**src/rtl/arb_pkg.sv**
```systemverilog
// rtl/arb_pkg.sv - shared constants and types for the round-robin/hold arbiter
//
// Purpose : arbitration mode encodings and FSM state type shared by
//           arb_rr_pick and arb_rr_hold.
// Ports   : none (package).
package arb_pkg;

  // Encodings of the runtime mode input.
  localparam logic MODE_RR    = 1'b0;
  localparam logic MODE_FIXED = 1'b1;

  // Arbiter FSM: IDLE has no owner, BUSY holds grant for owner grt_id.
  typedef enum logic {
    IDLE = 1'b0,
    BUSY = 1'b1
  } state_t;

endpackage

```
**src/rtl/arb_rr_pick.sv**
```systemverilog
// rtl/arb_rr_pick.sv - combinational winner search for the arbiter
//
// Purpose : picks one requester out of (req & ~mask). Round-robin mode
//           searches upward from ptr with wrap-around; fixed mode picks
//           the lowest set bit. Outputs are zero when nothing is eligible.
// Ports   :
//   req     in  N    request vector
//   mask    in  N    bits excluded from this search
//   ptr     in  IDW  round-robin start index (ignored in fixed mode)
//   mode    in  1    MODE_RR / MODE_FIXED
//   win     out N    one-hot winner, zero if none
//   win_id  out IDW  index of winner, zero if none
//   win_vld out 1    a winner was found
module arb_rr_pick
  import arb_pkg::*;
#(
  parameter int N   = 5,
  parameter int IDW = $clog2(N)
) (
  input  logic [N-1:0]   req,
  input  logic [N-1:0]   mask,
  input  logic [IDW-1:0] ptr,
  input  logic           mode,
  output logic [N-1:0]   win,
  output logic [IDW-1:0] win_id,
  output logic           win_vld
);

  logic [N-1:0]   cand;
  logic [2*N-1:0] dbl;
  logic [2*N-1:0] dsel;
  int             start;

  // The candidate vector is duplicated so that an upward search starting at
  // ptr naturally wraps: bits below ptr in the low copy are masked off and
  // reappear, in order, in the high copy.
  always_comb begin
    cand  = req & ~mask;
    dbl   = {cand, cand};
    start = (mode == MODE_FIXED) ? 0 : int'(ptr);
    dsel  = '0;
    for (int i = 0; i < 2 * N; i++) begin
      dsel[i] = dbl[i] && (i >= start);
    end
  end

  always_comb begin
    win_vld = 1'b0;
    win_id  = '0;
    for (int i = 0; i < 2 * N; i++) begin
      if (!win_vld && dsel[i]) begin
        win_vld = 1'b1;
        win_id  = IDW'(i % N);
      end
    end
    win = win_vld ? (N'(1) << win_id) : '0;
  end

endmodule

```
**src/rtl/arb_rr_hold.sv**
```systemverilog
// rtl/arb_rr_hold.sv - N-requester arbiter with held, time-limited grant
//
// Purpose : registered one-hot grant. The owner keeps the grant while it
//           requests, up to MAX_HOLD consecutive cycles (0 = unlimited).
//           Selection is round-robin or fixed priority, chosen per
//           arbitration by mode.
// Ports   :
//   clk     in  1    clock, rising edge
//   rst_    in  1    synchronous active-high reset
//   req     in  N    request vector
//   mode    in  1    0 = round-robin, 1 = fixed priority
//   grt     out N    registered grant, one-hot or zero
//   grt_vld out 1    grant present
//   grt_id  out IDW  index of granted requester, 0 when idle
module arb_rr_hold
  import arb_pkg::*;
#(
  parameter int N        = 5,
  parameter int MAX_HOLD = 16,
  parameter int IDW      = $clog2(N)
) (
  input  logic           clk,
  input  logic           rst_,
  input  logic [N-1:0]   req,
  input  logic           mode,
  output logic [N-1:0]   grt,
  output logic           grt_vld,
  output logic [IDW-1:0] grt_id
);

  // Counter only needs to reach MAX_HOLD; with no limit it just saturates.
  localparam int             CW       = (MAX_HOLD > 1) ? $clog2(MAX_HOLD + 1) : 1;
  localparam logic [CW-1:0]  HOLD_LIM = CW'(MAX_HOLD);
  localparam logic [CW-1:0]  CNT_MAX  = '1;

  state_t         state_q, state_d;
  logic [N-1:0]   grt_q, grt_d;
  logic [IDW-1:0] id_q, id_d;
  logic [IDW-1:0] ptr_q, ptr_d;
  logic [CW-1:0]  cnt_q, cnt_d;

  logic           arb_en;
  logic [N-1:0]   arb_mask;
  logic [N-1:0]   pick_win;
  logic [IDW-1:0] pick_id;
  logic           pick_vld;
  logic           owner_req;
  logic           timeout;

  arb_rr_pick #(
    .N   (N),
    .IDW (IDW)
  ) u_pick (
    .req     (req),
    .mask    (arb_mask),
    .ptr     (ptr_q),
    .mode    (mode),
    .win     (pick_win),
    .win_id  (pick_id),
    .win_vld (pick_vld)
  );

  always_comb begin
    owner_req = |(req & grt_q);
    timeout   = (MAX_HOLD != 0) && (cnt_q >= HOLD_LIM);
  end

  always_comb begin
    state_d  = state_q;
    grt_d    = grt_q;
    id_d     = id_q;
    ptr_d    = ptr_q;
    cnt_d    = cnt_q;
    arb_en   = 1'b0;
    arb_mask = '0;

    case (state_q)
      IDLE: begin
        arb_en = 1'b1;
      end
      BUSY: begin
        if (!owner_req) begin
          // Release: re-arbitrate on this edge so there is no idle bubble.
          arb_en = 1'b1;
        end else if (timeout) begin
          // Hold limit reached: others get a chance; owner is masked out.
          arb_en   = 1'b1;
          arb_mask = grt_q;
        end else if (cnt_q != CNT_MAX) begin
          cnt_d = cnt_q + 1'b1;
        end
      end
      default: begin
        state_d = IDLE;
        grt_d   = '0;
        id_d    = '0;
        cnt_d   = '0;
      end
    endcase

    if (arb_en) begin
      if (pick_vld) begin
        state_d = BUSY;
        grt_d   = pick_win;
        id_d    = pick_id;
        cnt_d   = CW'(1);
        // Pointer advances on every new grant, in both modes.
        ptr_d   = (int'(pick_id) == N - 1) ? '0 : pick_id + 1'b1;
      end else if (state_q == BUSY && owner_req) begin
        // Timeout with nobody else waiting: owner keeps it, window restarts.
        cnt_d = CW'(1);
      end else begin
        state_d = IDLE;
        grt_d   = '0;
        id_d    = '0;
        cnt_d   = '0;
      end
    end
  end

  always_ff @(posedge clk) begin
    if (rst_) begin
      state_q <= IDLE;
      grt_q   <= '0;
      id_q    <= '0;
      ptr_q   <= '0;
      cnt_q   <= '0;
    end else begin
      state_q <= state_d;
      grt_q   <= grt_d;
      id_q    <= id_d;
      ptr_q   <= ptr_d;
      cnt_q   <= cnt_d;
    end
  end

  assign grt     = grt_q;
  assign grt_vld = |grt_q;
  assign grt_id  = id_q;

endmodule

```
**config.mk**
```make
export PLATFORM = sky130hd
export DESIGN_NAME = arb_rr_hold
export DESIGN_NICKNAME = d
export VERILOG_FILES = /design/src/rtl/arb_pkg.sv /design/src/rtl/arb_rr_pick.sv /design/src/rtl/arb_rr_hold.sv
export SDC_FILE = /design/constraint.sdc
export NUM_CORES = 1
export LEC_CHECK = 0
export BUFFER_PORTS_ARGS = -buffer_cell sky130_fd_sc_hd__buf_2
export CAP_MARGIN = 20
export CORE_MARGIN = 10
export CORE_UTILIZATION = 60
export CTS_BUF_LIST = sky130_fd_sc_hd__clkbuf_8 sky130_fd_sc_hd__clkbuf_16
export DETAILED_ROUTE_END_ITERATION = 8
export HOLD_SLACK_MARGIN = 0.08
export MAX_ROUTING_LAYER = met4
export PLACE_DENSITY = 0.83
export SETUP_SLACK_MARGIN = 0.15
export SYNTH_ARGS = -nofsm -noshare
export SYNTH_HDL_FRONTEND = slang
export SYNTH_SLANG_ARGS = --single-unit
```
**constraint.sdc**
```tcl
create_clock -name clk -period 3.6 [get_ports clk]
set_input_delay 0.72 -clock clk [delete_from_list [all_inputs] [get_ports clk]]
set_output_delay 0.72 -clock clk [all_outputs]
set_load 0.005 [all_outputs]
```
==> results of run 1 <==
==> placed cells by master (no fill, tap or decap), types with 2 or more instances in the layout <==
cell / Yosys / final
dfxtp_1: 17 / 17
nand2_1: 16 / 16
buf_2: 1 / 16
inv_1: 9 / 10
nand3_1: 9 / 9
nor2_1: 9 / 9
a21oi_1: 6 / 6
ha_1: 6 / 6
nor2b_1: 5 / 5
a32o_1: 5 / 5
and2_1: 4 / 4
a2bb2oi_1: 3 / 3
and3_1: 3 / 3
a211oi_1: 3 / 3
nand4_1: 3 / 3
clkbuf_8: 0 / 3
nand2b_1: 2 / 2
o31ai_1: 2 / 2
nor3_1: 2 / 2
o21ai_0: 2 / 2
a31oi_1: 2 / 2
o2bb2ai_1: 2 / 2
xor2_1: 2 / 2
==> power by group through the flow <==
stage	Combinational, mW	Clock [mW]	Sequential [mW]
after floorplan	0.132	0	0.237
after global placement	0.176	0	0.242
after detailed placement	0.179	0	0.243
after CTS	0.181	0.142	0.239
after global routing	0.204	0.149	0.243
final	0.182	0.136	0.240
==> through the flow <==
| step | setup slack (ps) | area (sq um) |
|---|---|---|
| finish | 942 | 1280 |
| global route | 726 | 1280 |
| CTS | 961 | 1280 |
| detailed placement | 702 | 1230 |
| global placement | 797 | 1230 |
| floorplan | 1060 | 1160 |
==> state kept, by name, summed over array words and instances (netlist names) <==
register / cells
grt: 5
state_q: 1
grt_id: 3
cnt_q: 5
ptr_q: 3
==> logic make-up (layout without fill, tap and decap cells) <==
family          count (synthesis)  after routing  synth area share
xor+xnor                        3              3            0.0227
mux                             2              2            0.0184
flops                          17             17             0.294
compound gates                 39             39             0.273
fa+ha+maj                       6              6            0.0649
simple gates                   60             60             0.267
buf+inv                        14             29            0.0595
==> layer usage <==
metal,wire [um],global-route usage
met2,1230,0.197
met4,0,0.0164
met3,276,0.0557
met5,0,-
met1,1260,0.180
==> worst max-delay path, stage by stage <==
cell     delay, ps
buf_2          130
nor2b_1        220
o31ai_1        110
a32o_1         270
o21ai_0        370
inv_1          130
ha_1           230
ha_1           270
a311o_1        260
a21oi_1        130
==> worst paths after layout <==
path,start,endpoint,slack [ps],depth (start not counted)
setup reg to reg,cnt_q[4],ptr_q[2],1020,9
hold reg to reg,grt_id[2],grt_id[2],470,2
setup / recovery,req[1],ptr_q[2],940,10
hold / removal,grt_id[2],grt_id[2],470,2
==> cell type report <==
| class | instances | area, sq um |
|---|---|---|
| clock buffer | 3 | 41.3 |
| clock inverter | 1 | 3.75 |
| fill | 145 | 505 |
| inverter | 9 | 33.8 |
| multi-input combinational | 110 | 747 |
| sequential | 17 | 340 |
| tap | 25 | 31.3 |
| timing repair buffer | 16 | 80.1 |
==> summary.md, run 1 <==
| Metric | Value |
|---|---|
| Max-Cap Viols | `0` |
| Synth area leaders | `dfxtp_1, ha_1, nand2_1` |
| # rows | `15` |
| DRC errors left | `0` |
| Final Skew | `0.996 ps` |
| GRT Resource Usage Total | `0.137` |
| WP data arrival | `2840 ps` |
| Pint | `~360 uW` |
| Syn Std Cell Area | `1160 sq um` |
| Fmax | `roughly 380 MHz` |
| Post-route insts no fill | `roughly 180` |
| Die X | `63.9 um` |
| Ports | `17` |
| First-pass GRT wire length | `4.65 mm` |
| Area leader, netlist | `dfxtp_1` |
| Placed cells | `177` |
| Maximum vdd drop | `approximately 290 uV` |
| Final nets | `171` |
| Worst skew pair latency | `250 ps` |
| Root Driver | `clkbuf_8` |
| Final setup viols | `0` |
| Power share of the combinational group | `0.326` |
| Post-Synthesis Cells | `141` |
| RSZ-0062 raised after global routing | `no` |
| Postcts setup bufs | `0` |
| Post-synthesis sequential area ratio | `0.294` |
| Ys async rst share | `0` |
| PwrDens | `437 nW/um^2` |
| Drt via density | `6.27` |
| Initial antenna violation count | `0` |
| Starting Density | `0.648` |
| Number of flops mapped to enable cells by yosys | `0` |
| Rel. slew slack | `0.568` |
| CP Capture Type | `flip-flop` |
| HPWL after detailed placement | `2.12 mm` |
| CTS tree | `done` |
| Ant. Diodes | `0` |
| Gpl congestion | `roughly 0.89` |
| Initial DRT Pass Iterations | `4` |
| Status | `finished, final reports clean` |
| Layout cell share with drive strength beyond 1 | `0.154` |
| Max Fanout on Critical Path | `7` |
| H-tree Lvls | `1` |
| Fin. Hold Viols | `0` |
| Switching share of total power | `0.347` |
| Sw power | `194 uW` |
| Tot Pwr | `558 uW` |
| Post-Syn Nets | `155` |
| Min Tclk post-route | `2660 ps` |
| Worst Setup Start Kind | `input port` |
| Yosys warnings | `0` |
| Clock power share | `0.244` |
| Clock buffer depth | `2` |
| 1st-iter DRT viols | `58` |
| Ys flop type | `dfxtp_1` |
| Per-cell routed wire length | `15.3 um` |
| Pin count of the biggest net entering global routing | `13` |
| Unique masters post-synth | `49` |
| LEAKAGE | `roughly 0.53 nW` |
| Synthesized flop and latch total | `17` |
| Most common cell in the netlist | `dfxtp_1` |
| Final WL | `around 2.8 mm` |
| Worst min path class | `reg -> reg` |
| Vias in the first global route | `approximately 1000` |
| Synthesis-to-finish area growth | `10.5%` |
| Total CTS buffers | `3` |
| Synth Area per Inst | `8.20 sq um` |
| Critical Path RT | `3790 ps` |
| Final slew viol count | `0` |
| Tightest Pin Transition | `648 ps` |
| Most frequent cells after synthesis | `dfxtp_1, nand2_1, inv_1, nand3_1, nor2_1` |
| Crit Path Class | `in -> reg` |
| Die H | `63.9 um` |
| Clk sinks | `17` |
| CTS clock-pin slew for the worst setup and hold paths | `60 ps` |
| CORE AREA | `1780 sq um` |
| Die ar. | `between 4000 and 5000 sq um` |
| Total grt overflow | `0` |
| Setup TNS | `0 ps` |
| Post-DRT Antenna Nets | `0` |
| Power share of the sequential group | `0.430` |
| Hold Slack | `roughly 470 ps` |
| Post_cts resized | `0` |
| IO buf count | `16` |
| Vias after detailed routing | `1134` |
| Post-synth top area share | `0.294` |
| Hold buffers post-CTS | `0` |
| Finished Core Util | `0.716` |
| Crit share post-route | `0.738` |
(Power assumes the default switching activity.)
==> inputs of run 2 (changes only) <==
CORE_UTILIZATION = 50   (was 60)
PLACE_DENSITY = 0.74   (was 0.83)
clock period = 2.3 ns   (was 3.6 ns; I/O delays follow)
==> run 2 against run 1 <==
Compared with the run above: power rose by 87%; routed wire length up 35%; highest routed layer is now met4; sequential power grew 62%; first-iteration DRC count is 55% higher; largest cell class unchanged; die area increased by 14%.
==> summary.md, run 2 (same netlist as run 1, synthesis figures left out) <==
| Metric | Value |
|---|---|
| Worst Setup Start Kind | `flip-flop` |
| Die H | `68.1 um` |
| Fin area | `1700 sq um` |
| DRC errors left | `0` |
| Most common cell after layout, fill and taps aside | `buf_4` |
| Drt via density | `6.06` |
| Clock buffer depth | `2` |
| Status | `finished, final reports clean` |
| Initial DRT Pass Iterations | `4` |
| Ports | `17` |
| Hold Path Depth | `2` |
| H-tree Lvls | `1` |
| Hold Slack | `474 ps` |
| Finished Core Util | `0.768` |
| PwrDens | `615 nW/um^2` |
| Pin count of the biggest net entering global routing | `13` |
| Final slew viol count | `0` |
| Ant. Diodes | `0` |
| GRT Resource Usage Total | `0.166` |
| Worst skew pair latency | `250 ps` |
| Min Tclk post-route | `2200 ps` |
| CTS clock-pin slew for the worst setup and hold paths | `about 60 ps` |
| Root Driver | `clkbuf_8` |
| Fin. Hold Viols | `0` |
| Critical Path End | `ptr_q[2]` |
| # fillers | `between 150 and 200` |
| Placed instance area | `1510 sq um` |
| Die X | `68.1 um` |
| Vias in the first global route | `around 1300` |
| Fmax | `455 MHz` |
| IO buf count | `16` |
| Reg-to-Reg End | `ptr_q[2]` |
| Layout cell share with drive strength beyond 1 | `0.473` |
| 1st-iter DRT viols | `90` |
| HPWL after detailed placement | `approximately 2.7 mm` |
| Die ar. | `4640 sq um` |
| Maximum vdd drop | `545 uV` |
| Post-DRT Antenna Nets | `0` |
| CTS tree | `done` |
| Tightest Pin Transition | `450 ps` |
| Critical Path RT | `2480 ps` |
| # rows | `17` |
| LEAKAGE | `0.729 nW` |
| Gpl congestion | `~0.88` |
| Clk sinks | `17` |
| Flop2flop setup slack | `around 100 ps` |
| Synthesis-to-finish area growth | `46.9%` |
| Final nets | `203` |
| Reg2Reg Launch Point | `state_q` |
| Worst min path class | `reg -> reg` |
| CP Capture Type | `flip-flop` |
| R2R depth | `9` |
| Hold buffers post-CTS | `0` |
| Final Skew | `2.79 ps` |
| Setup TNS | `0 ps` |
| RSZ-0062 raised after global routing | `yes` |
| Tot Pwr | `1.04 mW` |
| CORE AREA | `2210 sq um` |
| Commonest non-fill, non-tap cells in the layout | `buf_4, nand2_1, buf_2` |
| Vias after detailed routing | `around 1300` |
| Max Fanout on Critical Path | `6` |
| Starting Density | `0.523` |
| Max-Cap Viols | `0` |
| Total CTS buffers | `3` |
| Total grt overflow | `0` |
| WP data arrival | `2370 ps` |
| First-pass GRT wire length | `5.85 mm` |
| Worst Setup SP | `state_q` |
| Final setup viols | `0` |
| Crit Path Class | `reg -> reg` |
| Per-cell routed wire length | `approximately 17 um` |
| Crit share post-route | `0.955` |
| Initial antenna violation count | `0` |
| Final WL | `3.73 mm` |
| Rel. slew slack | `0.700` |
run 2: critical path, stage by stage (launching register included):
cell and delay, ps:
dfxtp_4 380, a2bb2oi_2 180, o31ai_1 90, a32o_2 270, and3_4 150, o31a_1 270, ha_2 210, ha_4 200
a311o_1 270, a21oi_1 110
run 2: layout make-up:
class                           count  area, sq um  area share
Clock buffer                        3         41.3      0.0243
Clock inverter                      1         3.75     0.00221
Inverter                            9         33.8      0.0199
Multi-Input combinational cell    110          905       0.533
Sequential cell                    17          355       0.209
Tap cell                           28         35.0      0.0206
Timing Repair Buffer               48          324       0.191
run 2: layer usage:
layer  global-route usage  up-vias  wire (um)
li1                     -      621          -
met1                0.172      624       1460
met2                0.300       48       1940
met3               0.0179       15        185
met4               0.0905        0        141
met5                    -        -          0
run 2: power by group:
| part | switching, mW | total [mW] | internal [mW] |
|---|---|---|---|
| registers | 0.0547 | 0.388 | 0.333 |
| logic | 0.219 | 0.442 | 0.222 |
| clock network | 0.0962 | 0.215 | 0.118 |
| total | 0.370 | 1.04 | 0.674 |
run 2: worst min path at each step:
stage / startpoint / endpoint / slack [ps]
2_1_floorplan: grt_id[2] / grt_id[2] / 450
5_1_grt: grt_id[2] / grt_id[2] / 490
3_5_place_dp: grt_id[2] / grt_id[2] / 460
3_3_place_gp: grt_id[2] / grt_id[2] / 440
4_1_cts: grt_id[2] / grt_id[2] / 480
6_report: grt_id[2] / grt_id[2] / 470
run 2: timing repair:
action | in CTS | in global routing
setup endpoints to repair | 5 | 8
pin swaps | 3 | 1
setup buffers | 1 | 1
resized for setup | 20 | 15
run 2: per-stage QoR:
stage               setup slack, ps  std cells
floorplan                      62.8        141
global placement               -145        210
detailed placement             -174        210
CTS                             114        215
global route                   51.3        216
finish                          104        216
==> inputs of run 3 (changes only) <==
CORE_MARGIN = not set   (was 10)
CORE_UTILIZATION = 51   (was 50)
PLACE_DENSITY = 0.75   (was 0.74)
SYNTH_HIERARCHICAL = 1   (was not set)
==> run 3 against run 2 <==
Compared with the run above: the flow now finishes with violations (negative setup slack); clock-buffer cell count is the same; die area decreased by 44%; global-route usage is 12 points higher; via count decreased by 3.1%; critical path depth up 2; combinational power shrank 25%; cell count up 2.3%; routed wire length fell by 10%; power decreased by 12%; register-to-register slack lost 500 ps; worst hold slack worse by 40 ps; utilization fell by 0.90 points; largest power group is now registers.
==> summary.md, run 3 <==
| Metric | Value |
|---|---|
| Ant. Diodes | `0` |
| Hold Path Depth | `2` |
| Area leader, netlist | `dfxtp_1` |
| # rows | `17` |
| Ports | `17` |
| H-tree Lvls | `1` |
| CP max stage delay | `roughly 440 ps` |
| Worst Setup Start Kind | `flip-flop` |
| Fin. Hold Viols | `0` |
| Final worst slack | `-395 ps` |
| HPWL after detailed placement | `between 2 and 2.5 mm` |
| Post-synth top area share | `0.277` |
| Ys flop type | `dfxtp_1` |
| Initial DRT Pass Iterations | `4` |
| Critical path depth in cells | `11` |
| CP Capture Type | `flip-flop` |
| IO buf count | `16` |
| Final slew viol count | `0` |
| Rel. slew slack | `0.552` |
| Fmax | `371 MHz` |
| Worst path cell trace | `a222oi_1 > a21oi_2 > and3_2 > nor2b_2 > o21ai_1 > a21oi_1 > o32ai_4 > ha_1 > nor3b_2 > o21ai_1 > mux2i_1` |
| Starting Density | `0.550` |
| Hold Slack | `434 ps` |
| Tightest Pin Transition | `roughly 670 ps` |
| Pre-CTS setup slack | `-604 ps` |
| Finished Core Util | `0.759` |
| Most common cell after layout, fill and taps aside | `buf_4` |
| Synth area leaders | `dfxtp_1, mux2i_1, ha_1` |
| Delay-heaviest family, CP | `compound AO/OA/AOI/OAI gates` |
| CTS tree | `done` |
| Most common cell in the netlist | `dfxtp_1` |
| Drt via density | `5.74` |
| Die ar. | `about 2600 sq um` |
| Worst min path class | `in -> reg` |
| Synthesis-to-finish area growth | `38.0%` |
| WP buf/inv | `0` |
| Gpl congestion | `0.924` |
| Unique masters post-synth | `44` |
| GRT Resource Usage Total | `0.285` |
| Cell mode on critical path | `o21ai_1` |
| Final setup viols | `11` |
| Crit Path Class | `reg -> reg` |
| Post-Synthesis Cells | `147` |
| CTS clock-pin slew for the worst setup and hold paths | `70 ps` |
| WP data arrival | `2880 ps` |
| RSZ-0062 raised after global routing | `yes` |
| Min Tclk post-route | `around 2700 ps` |
| PwrDens | `roughly 540 nW/um^2` |
| Status | `complete, but fails checks` |
| Vias in the first global route | `1235` |
| Syn Std Cell Area | `between 1000 and 1500 sq um` |
| DRC errors left | `0` |
| First-pass GRT wire length | `5.40 mm` |
| Synth Area per Inst | `about 8.3 sq um` |
| Yosys warnings | `6` |
| Per-cell routed wire length | `15.1 um` |
| 1st-iter DRT viols | `31` |
| Ys async rst share | `0` |
| Post-DRT Antenna Nets | `0` |
| CORE AREA | `approximately 2200 sq um` |
| Post-route insts no fill | `221` |
| Post-Syn Nets | `160` |
| Worst skew pair latency | `250 ps` |
| Hold buffers post-CTS | `0` |
| LEAKAGE | `0.750 nW` |
| Failing checks | `negative setup slack` |
| Most frequent cells after synthesis | `dfxtp_1, nand2_1, mux2i_1` |
| Total CTS buffers | `3` |
| Max Fanout on Critical Path | `6` |
| Initial antenna violation count | `0` |
| Layout cell share with drive strength beyond 1 | `0.425` |
| Vias after detailed routing | `1268` |
| Critical Path RT | `2490 ps` |
| Synthesized flop and latch total | `17` |
| R2R depth | `11` |
| Crit-path slowest cell | `a222oi_1` |
| Maximum vdd drop | `376 uV` |
| Pin count of the biggest net entering global routing | `25` |
| Final nets | `207` |
| Final Skew | `about 3.3 ps` |
| Max-Cap Viols | `0` |
| Die H | `around 50 um` |
| Die X | `between 50 and 60 um` |
| Total grt overflow | `0` |
| Setup TNS | `-3360 ps` |
| Post-synthesis sequential area ratio | `0.277` |
| Commonest non-fill, non-tap cells in the layout | `buf_4, buf_2, nand2_1` |
| Clk sinks | `17` |
| Placed cells | `approximately 210` |
| Final WL | `3.34 mm` |
| Crit share post-route | `1.17` |
| Clock buffer depth | `2` |
| Number of flops mapped to enable cells by yosys | `0` |
| Root Driver | `clkbuf_8` |
[run 3: cell count changes after synthesis, sizes merged, moves of 5 or more]
cell	delta
nand2b	+5
mux2i	+11
a32o	-5
nor2b	+5
o21ai	+5
[run 3: cell type report]
class / count / area (sq um)
multi-input combinational: 118 / 920
fill: 167 / 539
sequential: 17 / 345
timing repair buffer: 47 / 322
clock buffer: 3 / 41.3
tap: 28 / 35.0
inverter: 7 / 26.3
clock inverter: 1 / 5.00
[run 3: layer usage]
metal,part of all wire,track usage,routed length [um]
met3,0.032,0.0357,107
met2,0.55,0.522,1830
met4,0.0096,0.106,32
met1,0.41,0.311,1370
met5,0,-,0
[run 3: report_power, final]
group / switching, mW / internal, mW / leakage [nW]
registers: 0.0314 / 0.320 / 0.141
clock network: 0.110 / 0.120 / 0.0255
logic: 0.159 / 0.174 / 0.583
total: 0.301 / 0.614 / 0.750
[run 3: worst paths after layout]
kind,to,startpoint,slack (ps)
hold reg to reg,grt_id[1],grt_id[1],460
setup reg to reg,ptr_q[2],grt[2],-400
setup / recovery,ptr_q[2],grt[2],-400
hold / removal,cnt_q[2],rst_,430
[run 3: worst reg2reg max path, stage by stage, from the launching register on]
cell and delay, ps:
dfxtp_2 330, a222oi_1 440, a21oi_2 150, and3_2 240
nor2b_2 200, o21ai_1 160, a21oi_1 320, o32ai_4 140
ha_1 250, nor3b_2 160, o21ai_1 90, mux2i_1 150
[run 3: kinds of logic after synthesis]
| logic type | after synthesis | share of synthesized area |
|---|---|---|
| XOR/XNOR | 3 | 0.0214 |
| adder cells (fa/ha/maj) | 5 | 0.0510 |
| AND/OR/NAND/NOR | 68 | 0.305 |
| flip-flops | 17 | 0.277 |
| AO/OA/AOI/OAI | 30 | 0.189 |
| buffers and inverters | 12 | 0.0591 |
| multiplexers | 12 | 0.0979 |
[run 3: metrics by stage]
stage,power [mW],area [sq um]
5_1_grt,0.962,1690
6_report,0.915,1690
4_1_cts,0.898,1650
2_1_floorplan,0.541,1290
3_3_place_gp,0.637,1550
3_5_place_dp,0.649,1550
[run 3: repair_timing]
action	4_1_cts	5_1_grt
pin swaps	7	4
gates cloned	1	0
endpoints found under the setup margin	13	13
gates resized for setup	12	6
setup buffers	2	3
